File: config.mk
export PLATFORM = sky130hd
export DESIGN_NAME = esc_pwm_mixer
export DESIGN_NICKNAME = d
export VERILOG_FILES = /design/src/rtl/esc_pwm_mixer.sv
export SDC_FILE = /design/constraint.sdc
export NUM_CORES = 1
export LEC_CHECK = 0
export ABC_AREA = 1
export BUFFER_PORTS_ARGS = -buffer_cell sky130_fd_sc_hd__buf_2
export CAP_MARGIN = 20
export CORE_MARGIN = 3
export CORE_UTILIZATION = 65
export DETAILED_ROUTE_END_ITERATION = 10
export HOLD_SLACK_MARGIN = 0.08
export PLACE_DENSITY = 0.84
export REMOVE_ABC_BUFFERS = 1
export SYNTH_ARGS = -nofsm -noshare
export SYNTH_HDL_FRONTEND = slang
export SYNTH_SLANG_ARGS = --single-unit
File: constraint.sdc
create_clock -name clk -period 8.67 [get_ports clk]
set_clock_uncertainty 0.05 [all_clocks]
set_input_delay 0.4335 -clock clk [delete_from_list [all_inputs] [get_ports clk]]
set_output_delay 0.4335 -clock clk [all_outputs]
set_load 0.01 [all_outputs]
File: src/rtl/esc_pwm_mixer.sv
// Quad-X motor mixer driving four ESC pulses. Commands are clamped into shadow registers
// and promoted to pulse widths only at frame boundaries. Motors are held at MIN_US when disarmed or stale.
module esc_pwm_mixer #(
   parameter int CLK_HZ         = 50_000_000,
   parameter int FRAME_US       = 2500,
   parameter int MIN_US         = 1000,
   parameter int RANGE          = 1000,
   parameter int TIMEOUT_FRAMES = 8
) (
   input  logic        clk,
   input  logic        rst,
   input  logic        cmd_valid,
   input  logic [11:0] throttle,
   input  logic [12:0] roll,
   input  logic [12:0] pitch,
   input  logic [12:0] yaw,
   input  logic        armed,
   output logic [3:0]  pwm_out,
   output logic        frame_sync,
   output logic        cmd_stale
);
   localparam int DIV = CLK_HZ / 1_000_000;
   localparam int PW  = (DIV > 2) ? $clog2(DIV) : 1;
   localparam int UW  = $clog2(FRAME_US);
   localparam int RW  = $clog2(RANGE + 1);
   localparam int SW  = $clog2(TIMEOUT_FRAMES + 1);
   localparam logic signed [16:0] RANGE_S = 17'(RANGE);

   logic [PW-1:0]        pre_q, pre_d;
   logic [UW-1:0]        us_cnt_q, us_cnt_d;
   logic [3:0][RW-1:0]   shadow_q, shadow_d, mix_c;
   logic [3:0][UW-1:0]   width_q, width_d;
   logic [SW-1:0]        stale_cnt_q, stale_cnt_d, stale_inc;
   logic                 cmd_stale_q, cmd_stale_d;
   logic                 frame_sync_q, frame_sync_d;
   logic [3:0]           pwm_q, pwm_d;
   logic                 tick, boundary;
   logic signed [16:0]   t_s, r_s, p_s, y_s, m0, m1, m2, m3;

   function automatic logic [RW-1:0] clamp(input logic signed [16:0] m);
      if (m[16])
         return '0;
      else if (m > RANGE_S)
         return RW'(RANGE);
      else
         return m[RW-1:0];
   endfunction

   // 17 bits holds T +/- 3 * 4096 at every input extreme, so no wrap before clamping.
   assign t_s = {5'b0, throttle};
   assign r_s = {{4{roll[12]}}, roll};
   assign p_s = {{4{pitch[12]}}, pitch};
   assign y_s = {{4{yaw[12]}}, yaw};
   assign m0  = t_s + p_s - r_s - y_s;
   assign m1  = t_s + p_s + r_s + y_s;
   assign m2  = t_s - p_s + r_s - y_s;
   assign m3  = t_s - p_s - r_s + y_s;

   always_comb begin
      mix_c[0] = clamp(m0);
      mix_c[1] = clamp(m1);
      mix_c[2] = clamp(m2);
      mix_c[3] = clamp(m3);

      tick     = (pre_q == PW'(DIV - 1));
      boundary = tick && (us_cnt_q == UW'(FRAME_US - 1));
      pre_d    = tick ? '0 : pre_q + 1'b1;
      us_cnt_d = us_cnt_q;
      if (tick)
         us_cnt_d = boundary ? '0 : us_cnt_q + 1'b1;
      frame_sync_d = boundary;

      stale_inc   = (stale_cnt_q == SW'(TIMEOUT_FRAMES)) ? stale_cnt_q : stale_cnt_q + 1'b1;
      stale_cnt_d = stale_cnt_q;
      cmd_stale_d = cmd_stale_q;
      if (cmd_valid) begin
         stale_cnt_d = '0;
         cmd_stale_d = 1'b0;
      end else if (boundary) begin
         stale_cnt_d = stale_inc;
         cmd_stale_d = (stale_inc == SW'(TIMEOUT_FRAMES));
      end

      shadow_d = cmd_valid ? mix_c : shadow_q;

      // Widths latch the pre-strobe shadow, so a command on the boundary waits one frame.
      width_d = width_q;
      for (int i = 0; i < 4; i++) begin
         if (boundary)
            width_d[i] = (armed && !cmd_stale_d) ? UW'(MIN_US) + UW'(shadow_q[i]) : UW'(MIN_US);
         pwm_d[i] = (us_cnt_q < width_q[i]);
      end
   end

   always_ff @(posedge clk) begin
      if (rst) begin
         pre_q        <= '0;
         us_cnt_q     <= '0;
         shadow_q     <= '0;
         width_q      <= {4{UW'(MIN_US)}};
         stale_cnt_q  <= SW'(TIMEOUT_FRAMES);
         cmd_stale_q  <= 1'b1;
         frame_sync_q <= 1'b0;
         pwm_q        <= '0;
      end else begin
         pre_q        <= pre_d;
         us_cnt_q     <= us_cnt_d;
         shadow_q     <= shadow_d;
         width_q      <= width_d;
         stale_cnt_q  <= stale_cnt_d;
         cmd_stale_q  <= cmd_stale_d;
         frame_sync_q <= frame_sync_d;
         pwm_q        <= pwm_d;
      end
   end

   assign pwm_out    = pwm_q;
   assign frame_sync = frame_sync_q;
   assign cmd_stale  = cmd_stale_q;
endmodule

==> results of run 1 <==
## stage by stage
stage          hold WS [ns]  worst slack, ns  instances  utilization [%]  total power, mW
2_1_floorplan        0.3941            4.441       1767                -            1.858
6_report             0.2987            3.931       2071            71.64            2.657
3_5_place_dp         0.4135            3.631       2053            70.00            2.245
3_3_place_gp         0.4078            3.761       2053            70.00            2.216
4_1_cts              0.2831            3.970       2069            71.61            2.639
5_1_grt              0.3026            3.460       2069            71.61            2.927
## layout by cell type (no fill, tap or decap), drive strengths merged
master,count
a21boi,3
dfxtp,112
a221oi,1
xor2,52
nor4,5
clkinv,2
nand3b,6
clkbuf,11
nor2,118
or3,1
nor3,23
nand3,94
diode,2
buf,61
inv,407
fa,59
o21a,5
or2,5
nor2b,1
o31a,1
o22ai,30
xnor2,15
o2111ai,1
a21o,9
ha,131
o21ai,74
a211oi,6
clkinvlp,1
a31oi,3
and2,1
nand4,23
nand2,488
a21oi,87
o21bai,8
## state kept, by name (all words and copies together), names as in the netlist
name         flops
us_cnt_q        12
pre_q            6
cmd_stale        1
width_q         44
shadow_q        40
pwm_out          4
stale_cnt_q      4
frame_sync       1
## worst max-delay path, delay by kind of cell
kind | cells | cell delay [ns]
XOR/XNOR | 1 | 0.28
buffers and inverters | 5 | 0.44
AND/OR/NAND/NOR | 16 | 1.63
adder cells (fa/ha/maj) | 4 | 1.42
AO/OA/AOI/OAI | 4 | 0.73
## worst max path at each step
| stage | from | endpoint | cells after the start |
|---|---|---|---|
| after global routing | throttle[0] | shadow_q[36] | 32 |
| after global placement | throttle[0] | shadow_q[38] | 32 |
| after CTS | throttle[0] | shadow_q[36] | 32 |
| after floorplan | throttle[0] | shadow_q[33] | 29 |
| final | throttle[0] | shadow_q[36] | 30 |
| after detailed placement | throttle[0] | shadow_q[36] | 32 |
## power by group through the flow
stage / combinational [mW] / sequential [mW] / clock, mW
finish: 1.68 / 0.582 / 0.391
global route: 1.92 / 0.587 / 0.416
CTS: 1.66 / 0.581 / 0.396
detailed placement: 1.65 / 0.593 / 0
global placement: 1.62 / 0.591 / 0
floorplan: 1.27 / 0.584 / 0
## layer usage
| metal | GRT usage [%] | part of all wire (%) | up-vias |
|---|---|---|---|
| li1 | - | - | 5634 |
| met1 | 38.86 | 44 | 4910 |
| met2 | 50.58 | 47 | 299 |
| met3 | 3.278 | 5.1 | 58 |
| met4 | 11.52 | 3.7 | 0 |
| met5 | 0 | 0 | - |
## final cells by class
type,instances,area (um^2)
diodes,2,5.005
clock buffers,11,242.7
clock inverters,5,38.79
fillers,1549,4957
inverters,405,1520
multi-input cells,1250,7881
flip-flops and latches,112,2242
well taps,225,281.5
repair buffers,61,307.8
## cell families after synthesis
group / Yosys count
AOI/OAI and AO/OA: 228
xor gates and xnor gates: 67
adders and majority gates: 190
buffers and inverters: 423
DFF: 112
and+or+nand+nor: 765
==> metrics.md, run 1 <==
| Metric | Value |
|---|---|
| Outcome | completed |
| Inserted Clock Buffers | 9 |
| Max-Cap Viols | 0 |
| Worst r2r dst | width_q[19] |
| Gpl congestion | ~0.97 |
| RSZ-0062 raised after global routing | false |
| Final net count | 2,084 |
| Startpoint Class | input pin |
| Multiplexer area fraction after synthesis | 0% |
| Die Span Y | 140.3 um |
| Setup violations, final | 0 |
| IR drop worst, VDD | between 0.15 and 0.2 mV |
| Setup TNS | 0 ns |
| Placed cell area | between 0.01 and 0.015 mm^2 |
| Synth async-reset ratio | 0% |
| Clk slew on worst S/H paths | about 0.070 ns |
| Post-route DRC | 0 |
| XOR/XNOR Fraction of Synth Area | under 10% |
| Max-slew violations | 0 |
| Ys flop type | dfxtp_1 |
| Most frequent cell after synthesis | nand2_1 |
| Gr usage total | 29.73% |
| Share of post-route cells with drive strength above 1 | roughly 5.5% |
| Gate power share | ~63% |
| WL per Instance | 13.96 um |
| Synthesized flop and latch total | about 110 |
| Count of unique library cells instantiated by Yosys | 44 |
| Hold endpoint | us_cnt_q[5] |
| Fin crit share | about 55% |
| Reg2reg setup slack | about 5.7 ns |
| Synth Area in Compound Gates | ~11% |
| Cell mode on critical path | nand2_1 |
| Synth-to-layout area growth | 6.776% |
| Final hold viol count | 0 |
| Crit path max-delay cell type | fa_1 |
| Final WL | between 20,000 and 30,000 um |
| Final antenna-violating net count | 0 |
| Synth cell count leaders | nand2_1, inv_1, ha_1 |
| CTS resizes | 0 |
| Worst EP arrival | 4.92 ns |
| Largest net degree at the start of global routing | 43 |
| Starting DRC count in detailed routing | between 600 and 700 |
| Crit path kind | in -> reg |
| I/O pins | 61 |
| Max H-tree Level | 3 |
| Vias in the first global route | between 10,000 and 15,000 |
| Fin area | 0.01252 mm^2 |
| CP required | slightly below 9 ns |
| Hold-fix buffers, CTS | 0 |
| Clk_lat worst skew | between 0.3 and 0.4 ns |
| Clk root buf | clkbuf_16 |
| I/O Buffers | 60 |
| Gr ovfl total | 0 |
| Switching share of total power | about 50% |
| Minimum clock period | about 4.7 ns |
| Hold Path Class | in -> reg |
| R2R depth | 9 |
| Crit path capture type | register |
| CTS tree | built |
| Die area | roughly 0.02 mm^2 |
| Worst Hold Depth | 2 |
| Slew headroom | 42.32% |
| Setup bufs post-CTS | 0 |
| Post-Synth Simple-Gate Area | a little over a quarter |
| Row Count | 48 |
| Yosys top cell area share | a little under a fifth |
| Detailed Place HPWL | about 24,000 um |
| Leakage | between 6 and 7 nW |
| Net Sw Power | about 1.3 mW |
| CP Max Fanout | 6 |
| Worst r2r src | us_cnt_q[6] |
| DR vias | 10,900 |
| Slew @ Worst Pin | ~0.86 ns |
| PwrDens | roughly 210 mW/mm^2 |
| Fmax | about 0.21 GHz |
| Post-Synth Adder-Cell Area | 24.05% |
| Vias per cell | around 5.3 |
| Drt first pass iters | 5 |
| Slowest Stage Delay on Critical Path | just under 0.6 ns |
| Core area | roughly 0.017 mm^2 |
| Initial Util | 67.09% |
| Top cells by area, synth | dfxtp_1, nand2_1, ha_1 |
| Synth Warn # | 0 |
| Post-Syn Instances | around 1,800 |
| Post-synthesis sequential area ratio | 19.12% |
| Syn Area/Cell | roughly 6.6 um^2 |
| Clk sinks | approximately 110 |
| Post-synth top area cell | dfxtp_1 |
| Reg power frac | 21.9% |
| Syn Std Cell Area | between 0.01 and 0.015 mm^2 |
| Clock network power share | about 15% |
| Die width | approximately 140 um |
| Number of synthesized flops with an enable pin | 0 |
| First-pass GRT wire length | approximately 48,000 um |
| Int Power | 1.343 mW |
| Clk buf depth | 2 |
| Start point of the worst hold path | rst |
| Antenna violations before repair | 1 |
| Main combinational cell family by area after synthesis | simple AND/OR/NAND/NOR gates |
Note: power is estimated with default switching activity, not from simulation.
==> inputs of run 2 (changes only) <==
- ABC_AREA: 1 -> 0
- CORE_UTILIZATION: 65 -> 57
- PLACE_DENSITY: 0.84 -> 0.78
- clock period: 8.67 -> 3.8 ns (I/O delays scaled with it)
==> run 2 against run 1 <==
Against the previous run:
- global-route usage grew 0.63 points
- the run now ends with setup timing left
- setup slack got worse by 4.8 ns
- critical endpoint unchanged
- total power rose to 3.4 times the previous value
- sequential share of layout area fell by 3.1 points
- highest routed layer unchanged
==> metrics.md, run 2 <==
| Metric | Value |
|---|---|
| Largest net degree at the start of global routing | 54 (+26%) |
| WL per Instance | 19.62 um (+41%) |
| Slew headroom | 51.82% (+9.5 points) |
| Detailed Place HPWL | 24,730 um (+1.2%) |
| Synth-to-layout area growth | 37.29% |
| Starting DRC count in detailed routing | 1,187 (+77%) |
| Max H-tree Level | 3 (unchanged) |
| Die area | 0.02102 mm^2 (+6.8%) |
| Final hold viol count | 0 (unchanged) |
| Outcome | complete, but fails checks |
| CP Max Fanout | 4 (-2) |
| Most frequent cell after synthesis | inv_1 |
| Gpl congestion | 0.9565 (-1.6%) |
| Worst EP arrival | 4.89 ns (-0.03 ns) |
| Net Sw Power | 3.955 mW (+200%) |
| Most common cell after layout, fill and taps aside | buf_4 |
| Top cells by area, synth | dfxtp_1, ha_1, fa_1 |
| PwrDens | 591.2 mW/mm^2 (+180%) |
| Drt first pass iters | 7 (+2) |
| Placed cell area | 0.01361 mm^2 (+11%) |
| Final antenna-violating net count | 0 (unchanged) |
| I/O Buffers | 60 (unchanged) |
| Max-slew violations | 0 (unchanged) |
| Crit path capture type | register |
| Yosys top cell area share | 20.37% (+1.2 points) |
| Initial Util | 58.46% (-8.6 points) |
| DR vias | 11,660 (+7.0%) |
| Minimum clock period | 4.695 ns |
| Post-synth top area cell | dfxtp_1 |
| Clk sinks | 112 (unchanged) |
| Reg2reg setup slack | 0.98 ns (-4.70 ns) |
| Final net count | 1,884 (-9.6%) |
| Post-synthesis sequential area ratio | 20.37% (+1.2 points) |
| Fin crit share | 123.6% |
| Die Span Y | 145.0 um (+3.3%) |
| Gr usage total | 30.36% (+0.63 points) |
| IR drop worst, VDD | 0.3459 mV (+110%) |
| Clk buf depth | 2 (unchanged) |
| Slew @ Worst Pin | 0.7152 ns (-0.1491 ns) |
| RSZ-0062 raised after global routing | true |
| Syn Std Cell Area | 0.01101 mm^2 (-6.1%) |
| I/O pins | 61 (unchanged) |
| Antenna violations before repair | 0 (-1) |
| Slowest Stage Delay on Critical Path | 0.55 ns (-0.03 ns) |
| Most frequent cells in the layout | buf_4, inv_1, dfxtp_1 |
| Crit path max-delay cell type | fa_2 |
| Inserted Clock Buffers | 9 (unchanged) |
| Die width | 145.0 um (+3.3%) |
| Diodes inserted | 0 (-2) |
| CP required | 3.99 ns (-4.87 ns) |
| Synth Warn # | 0 (unchanged) |
| Max-Cap Viols | 0 (unchanged) |
| Largest register by flop count | width_q |
| Synth cell count leaders | inv_1, ha_1, dfxtp_1 |
| DP Cell Count | 1,861 (-9.4%) |
| Ys flop type | dfxtp_1 |
| Met1 Routed Length | 13,910 um (+8.7%) |
| First-pass GRT wire length | 53,390 um (+11%) |
| Synthesized flop and latch total | 112 (unchanged) |
| Fin area | 0.01511 mm^2 (+21%) |
| Clk root buf | clkbuf_16 |
| Post-Syn Instances | 1,291 (-28%) |
| Total length of routed met2 wires | 17,850 um (+32%) |
| Vias in the first global route | 11,010 (+6.4%) |
| Fin worst setup slack | -0.8951 ns (-4.826 ns) |
| Count of unique library cells instantiated by Yosys | 90 (+100%) |
| Synth async-reset ratio | 0% (unchanged) |
| Post-route DRC | 0 (unchanged) |
| Number of flip-flops in the largest register | 44 (unchanged) |
| Startpoint Class | input pin |
| Failing checks | setup timing |
| Number of synthesized flops with an enable pin | 0 (unchanged) |
| Row Count | 50 (+4.2%) |
| Clk_lat worst skew | 0.35 ns (about the same) |
| Fmax | 0.2130 GHz |
| Share of post-route cells with drive strength above 1 | 33.21% (+28 points) |
| Vias per cell | 6.126 (+16%) |
| Met3 WL | 2915 um (+98%) |
| Total Power | 8.935 mW (+240%) |
| Post-Layout Cell Count | 1,904 (-8.1%) |
| Largest regs | width_q: 44 flops, shadow_q: 40 flops, us_cnt_q: 12 flops |
| Top layer reached by signal wires | met4 |
| Gate power share | 74.1% (+11 points) |
| CTS tree | built |
| Int Power | 4.979 mW (+270%) |
| Switching share of total power | 44.27% (-5.2 points) |
| Reg power frac | 15.7% (-6.2 points) |
| CP cell instances | buf_8 -> inv_4 -> ha_4 -> inv_2 -> fa_2 -> a21o_1 -> a21oi_2 -> nor2_1 -> o21a_1 -> o311a_1 -> nor2_2 -> a21oi_1 -> xnor2_2 -> fa_2 -> ha_1 -> and2_1 -> o21ai_0 -> a21oi_1 -> nand4b_1 -> o2111ai_2 -> a21o_4 -> a221o_1 |
| Setup violations, final | 40 (+40) |
| Core area | 0.01883 mm^2 (+7.7%) |
| Final WL | 37,360 um (+29%) |
| Leakage | 7.261 nW (+5.4%) |
| Syn Area/Cell | 8.527 um^2 (+30%) |
| Gr ovfl total | 0 (unchanged) |
| Clock network power share | 10.2% (-4.5 points) |
| Hold Path Class | in -> reg |
| Clk slew on worst S/H paths | 0.07 ns (about the same) |
| Crit path kind | in -> reg |
run 2: cell count changes in the layout (fill, tap and decap cells not counted), sizes merged, moves of 13 or more:
cell | before | now
nand2 | 488 | 81
o22ai | 30 | 2
a21o | 9 | 48
a22oi | 0 | 26
inv | 407 | 180
nor2 | 118 | 66
buf | 61 | 364
xnor2 | 15 | 56
a2111oi | 0 | 13
nand2b | 0 | 16
nand3 | 94 | 23
run 2: layout make-up:
cell class                 count  area (um^2)
tap                          260        325.3
clock buffer                  10        239.0
clock inverter                 6        50.05
multi-input combinational    972         8845
inverter                     178        670.6
sequential                   112         2242
fill                        1059         3717
timing repair buffer         366         2741
run 2: through the flow:
stage               hold slack (ns)  utilization (%)  TNS (ns)  setup slack, ns
floorplan                    0.2091                -    -23.41          -0.8318
detailed placement           0.3940            72.30    -42.91           -1.217
global route                 0.2163            80.26    -31.45          -0.9557
global placement             0.3883            72.30    -37.27           -1.075
CTS                          0.1747            77.49    -13.50          -0.4769
finish                       0.1969            80.26    -26.92          -0.8951
run 2: kinds of logic after synthesis:
group / count (synthesis) / share of synthesized area, %
muxes: 9 / 0.8411
and+or+nand+nor: 306 / 14.15
adders and majority gates: 193 / 25.89
DFF: 112 / 20.37
AOI/OAI and AO/OA: 359 / 23.01
buffers and inverters: 207 / 7.388
xor gates and xnor gates: 105 / 8.354
run 2: per-layer routing:
| layer | track usage, % | vias up |
|---|---|---|
| met4 | 15.15 | 0 |
| met2 | 53.66 | 714 |
| li1 | - | 5224 |
| met5 | 0 | - |
| met1 | 36.39 | 5513 |
| met3 | 3.810 | 212 |
run 2: power groups by stage:
stage               Combinational [mW]  Clock, mW  Sequential [mW]
finish                            6.62      0.914             1.40
global route                      6.95      0.959             1.42
CTS                               5.76      0.916             1.39
detailed placement                5.25          0             1.42
global placement                  5.12          0             1.41
floorplan                         2.85          0             1.39
run 2: critical path, delay by kind of cell:
kind / cells / cell delay, ns
buf+inv: 3 / 0.19
fa+ha+maj: 4 / 1.38
xor+xnor: 1 / 0.24
compound gates: 10 / 2.28
simple gates: 4 / 0.61
run 2: final timing paths:
check | from | cells past startpoint | endpoint
worst min register to register | shadow_q[32] | 2 | shadow_q[32]
worst max-delay path | throttle[0] | 22 | shadow_q[36]
worst min-delay path | rst | 2 | us_cnt_q[0]
worst max register to register | pre_q[0] | 7 | us_cnt_q[2]
run 2: what timing repair did:
item / CTS / global route
setup buffers: 10 / 13
pin swaps: 68 / 62
cloned: 0 / 2
endpoints found under the setup margin: 40 / 40
resized for setup: 134 / 67
hold buffers: 1 / 0
endpoints found under the hold margin: 3 / 0
==> inputs of run 3 (changes only) <==
- CORE_UTILIZATION: 57 -> 58
- CTS_BUF_LIST: unset -> sky130_fd_sc_hd__clkbuf_2
- PLACE_DENSITY: 0.78 -> 0.79
==> run 3 against run 2 <==
Against the previous run:
- the run still ends with setup timing left
- design area rose by 0.60%
- combinational power rose by 6.5%
- first-iteration DRC count fell by 8.3%
- sequential power barely moved
- hold slack improved by 0.16 ns
- die area fell by 1.7%
- critical path type unchanged
- largest power group unchanged
==> metrics.md, run 3 (synthesis results as in run 2) <==
| Metric | Value |
|---|---|
| I/O Buffers | 60 (unchanged) |
| Drt first pass iters | 8 (+1) |
| Initial Util | 60.05% (+1.6 points) |
| Hold Path Class | in -> reg |
| Busiest layer in global routing | met2 |
| Clk sinks | 112 (unchanged) |
| DR vias | 12,330 (+5.7%) |
| Startpoint Class | input pin |
| Clk buf depth | 2 (unchanged) |
| CTS tree | built |
| Fin worst setup slack | -1.086 ns (-0.1906 ns) |
| Fill cells | 935 (-12%) |
| Crit path capture type | register |
| Slew headroom | 55.95% (+4.1 points) |
| Vias per cell | 6.532 (+6.6%) |
| Die area | 0.02067 mm^2 (-1.7%) |
| Vias in the first global route | 11,540 (+4.9%) |
| Minimum clock period | 4.886 ns (+0.1906 ns) |
| Clk root buf | clkbuf_2 |
| Die width | 143.8 um (-0.83%) |
| Met3 Usage GRT | 4.060% (+0.25 points) |
| Final net count | 1,898 (+0.74%) |
| Starting DRC count in detailed routing | 1,089 (-8.3%) |
| Max-Cap Viols | 0 (unchanged) |
| Most common cell after layout, fill and taps aside | buf_4 |
| Synth-to-layout area growth | 38.12% |
| Final antenna-violating net count | 0 (unchanged) |
| I/O pins | 61 (unchanged) |
| Most frequent cells in the layout | buf_4, inv_1, ha_1, dfxtp_1, nand2_1 |
| Crit path kind | in -> reg |
| WL per Instance | 23.30 um (+19%) |
| Largest register by flop count | width_q |
| First-pass GRT wire length | 54,430 um (+2.0%) |
| Failing checks | setup timing |
| CP Max Fanout | 6 (+2) |
| Largest net degree at the start of global routing | 54 (unchanged) |
| Clk_lat worst skew | 0.60 ns (+0.25 ns) |
| Setup violations, final | 40 (unchanged) |
| Die Span Y | 143.8 um (-0.83%) |
| CP required | 4.25 ns (+0.26 ns) |
| Routing usage on met2 | 57.52% (+3.9 points) |
| Met1 GRT Util | 36.79% (+0.40 points) |
| Hold_ws | 0.3571 ns (+0.1602 ns) |
| Row Count | 49 (-2.0%) |
| Outcome | complete, but fails checks |
| Number of flip-flops in the largest register | 44 (unchanged) |
| Share of post-route cells with drive strength above 1 | 35.22% (+2.0 points) |
| Worst slack at placement | -1.243 ns (-0.02596 ns) |
| Inserted Clock Buffers | 9 (unchanged) |
| Gr usage total | 32.39% (+2.0 points) |
| Fmax | 0.2047 GHz (-3.9%) |
| Final hold viol count | 0 (unchanged) |
| Core area | 0.01833 mm^2 (-2.7%) |
| Slew @ Worst Pin | 0.6593 ns (-0.05590 ns) |
| RSZ-0062 raised after global routing | true |
| Gpl congestion | 0.9921 (+3.7%) |
| IR drop worst, VDD | 0.3764 mV (+8.8%) |
| Largest regs | width_q: 44 flops, shadow_q: 40 flops, us_cnt_q: 12 flops |
| Worst EP arrival | 5.33 ns (+0.44 ns) |
| Max H-tree Level | 3 (unchanged) |
| Max-slew violations | 0 (unchanged) |
| Final WL | 44,000 um (+18%) |
| Leakage | 7.319 nW (+0.81%) |
| PwrDens | 596.0 mW/mm^2 (+0.81%) |
| Gr ovfl total | 0 (unchanged) |
| Antenna violations before repair | 1 (+1) |
| Detailed Place HPWL | 25,040 um (+1.3%) |
| Post-route DRC | 0 (unchanged) |
| Clk slew on worst S/H paths | 0.26 ns (+0.19 ns) |
| Fin crit share | 128.6% (+5.0 points) |
## run 3: cell types whose count changed in the layout (fill, tap and decap cells not counted), moves of 4 or more
cell	delta
clkbuf_16	-10
clkbuf_2	+9
xnor2_2	+6
buf_4	+9
nor2_1	-4
dlygate4sd3_1	+5
o21ai_2	+5
xnor2_1	-6
o21ai_0	-8
## run 3: final cells by class
| type | instances | area (um^2) | area share (%) |
|---|---|---|---|
| multi-input cells | 972 | 9017 | 59.31 |
| repair buffers | 380 | 2845 | 18.71 |
| flip-flops and latches | 112 | 2242 | 14.75 |
| inverters | 178 | 670.6 | 4.411 |
| well taps | 229 | 286.5 | 1.884 |
| clock inverters | 7 | 95.09 | 0.6254 |
| clock buffers | 9 | 45.04 | 0.2962 |
| diodes | 1 | 2.502 | 0.01646 |
## run 3: per-stage QoR
| step | utilization, % | cells | power [mW] | setup TNS, ns | cell area, um^2 |
|---|---|---|---|---|---|
| floorplan | - | 1262 | 4.240 | -23.41 | 10860 |
| global route | 82.94 | 1888 | 9.388 | -25.17 | 15200 |
| detailed placement | 74.00 | 1827 | 6.632 | -43.98 | 13570 |
| CTS | 79.57 | 1873 | 7.763 | -3.348 | 14590 |
| finish | 82.94 | 1888 | 9.062 | -24.36 | 15200 |
| global placement | 74.00 | 1827 | 6.498 | -37.20 | 13570 |
## run 3: where the power goes
| group | total (mW) | leakage (nW) | switching [mW] | internal (mW) |
|---|---|---|---|---|
| Combinational | 7.05 | 6.32 | 3.71 | 3.34 |
| Clock | 0.601 | 0.0839 | 0.382 | 0.220 |
| Sequential | 1.41 | 0.912 | 0.127 | 1.28 |
## run 3: path summary, 6_finish.rpt
path	startpoint	to	slack (ns)	cells after the start
setup / recovery	throttle[0]	shadow_q[15]	-1.09	22
hold / removal	cmd_valid	stale_cnt_q[2]	0.36	3
setup reg to reg	pre_q[0]	stale_cnt_q[0]	0.71	9
hold reg to reg	shadow_q[32]	shadow_q[32]	0.44	2
## run 3: worst max-delay path, stage by stage
cell and delay, ns:
buf_8 0.10, buf_4 0.13, ha_4 0.16, fa_2 0.36, nand2b_1 0.10, a21o_1 0.15
a21oi_2 0.09, nor2_1 0.25, o21bai_2 0.15, xnor2_2 0.19, fa_1 0.53, inv_1 0.33
ha_4 0.29, a2111oi_0 0.55, o21ai_1 0.40, nand2b_4 0.20, a2111o_1 0.21, buf_4 0.14
a211oi_4 0.06, a2111oi_4 0.28, a31oi_4 0.17, a221o_1 0.29
## run 3: metal layers
metal	wire, um	up-vias
met5	0	-
met2	19930	938
li1	-	5244
met3	4501	389
met1	14820	5761
met4	4747	0
## run 3: what timing repair did
| item | 4_1_cts | 5_1_grt |
|---|---|---|
| cloned | 2 | 0 |
| setup endpoints to repair | 40 | 40 |
| hold buffers | 6 | 0 |
| pin swaps | 84 | 60 |
| resized for setup | 145 | 104 |
| hold endpoints to repair | 34 | 0 |
| setup buffers | 25 | 18 |
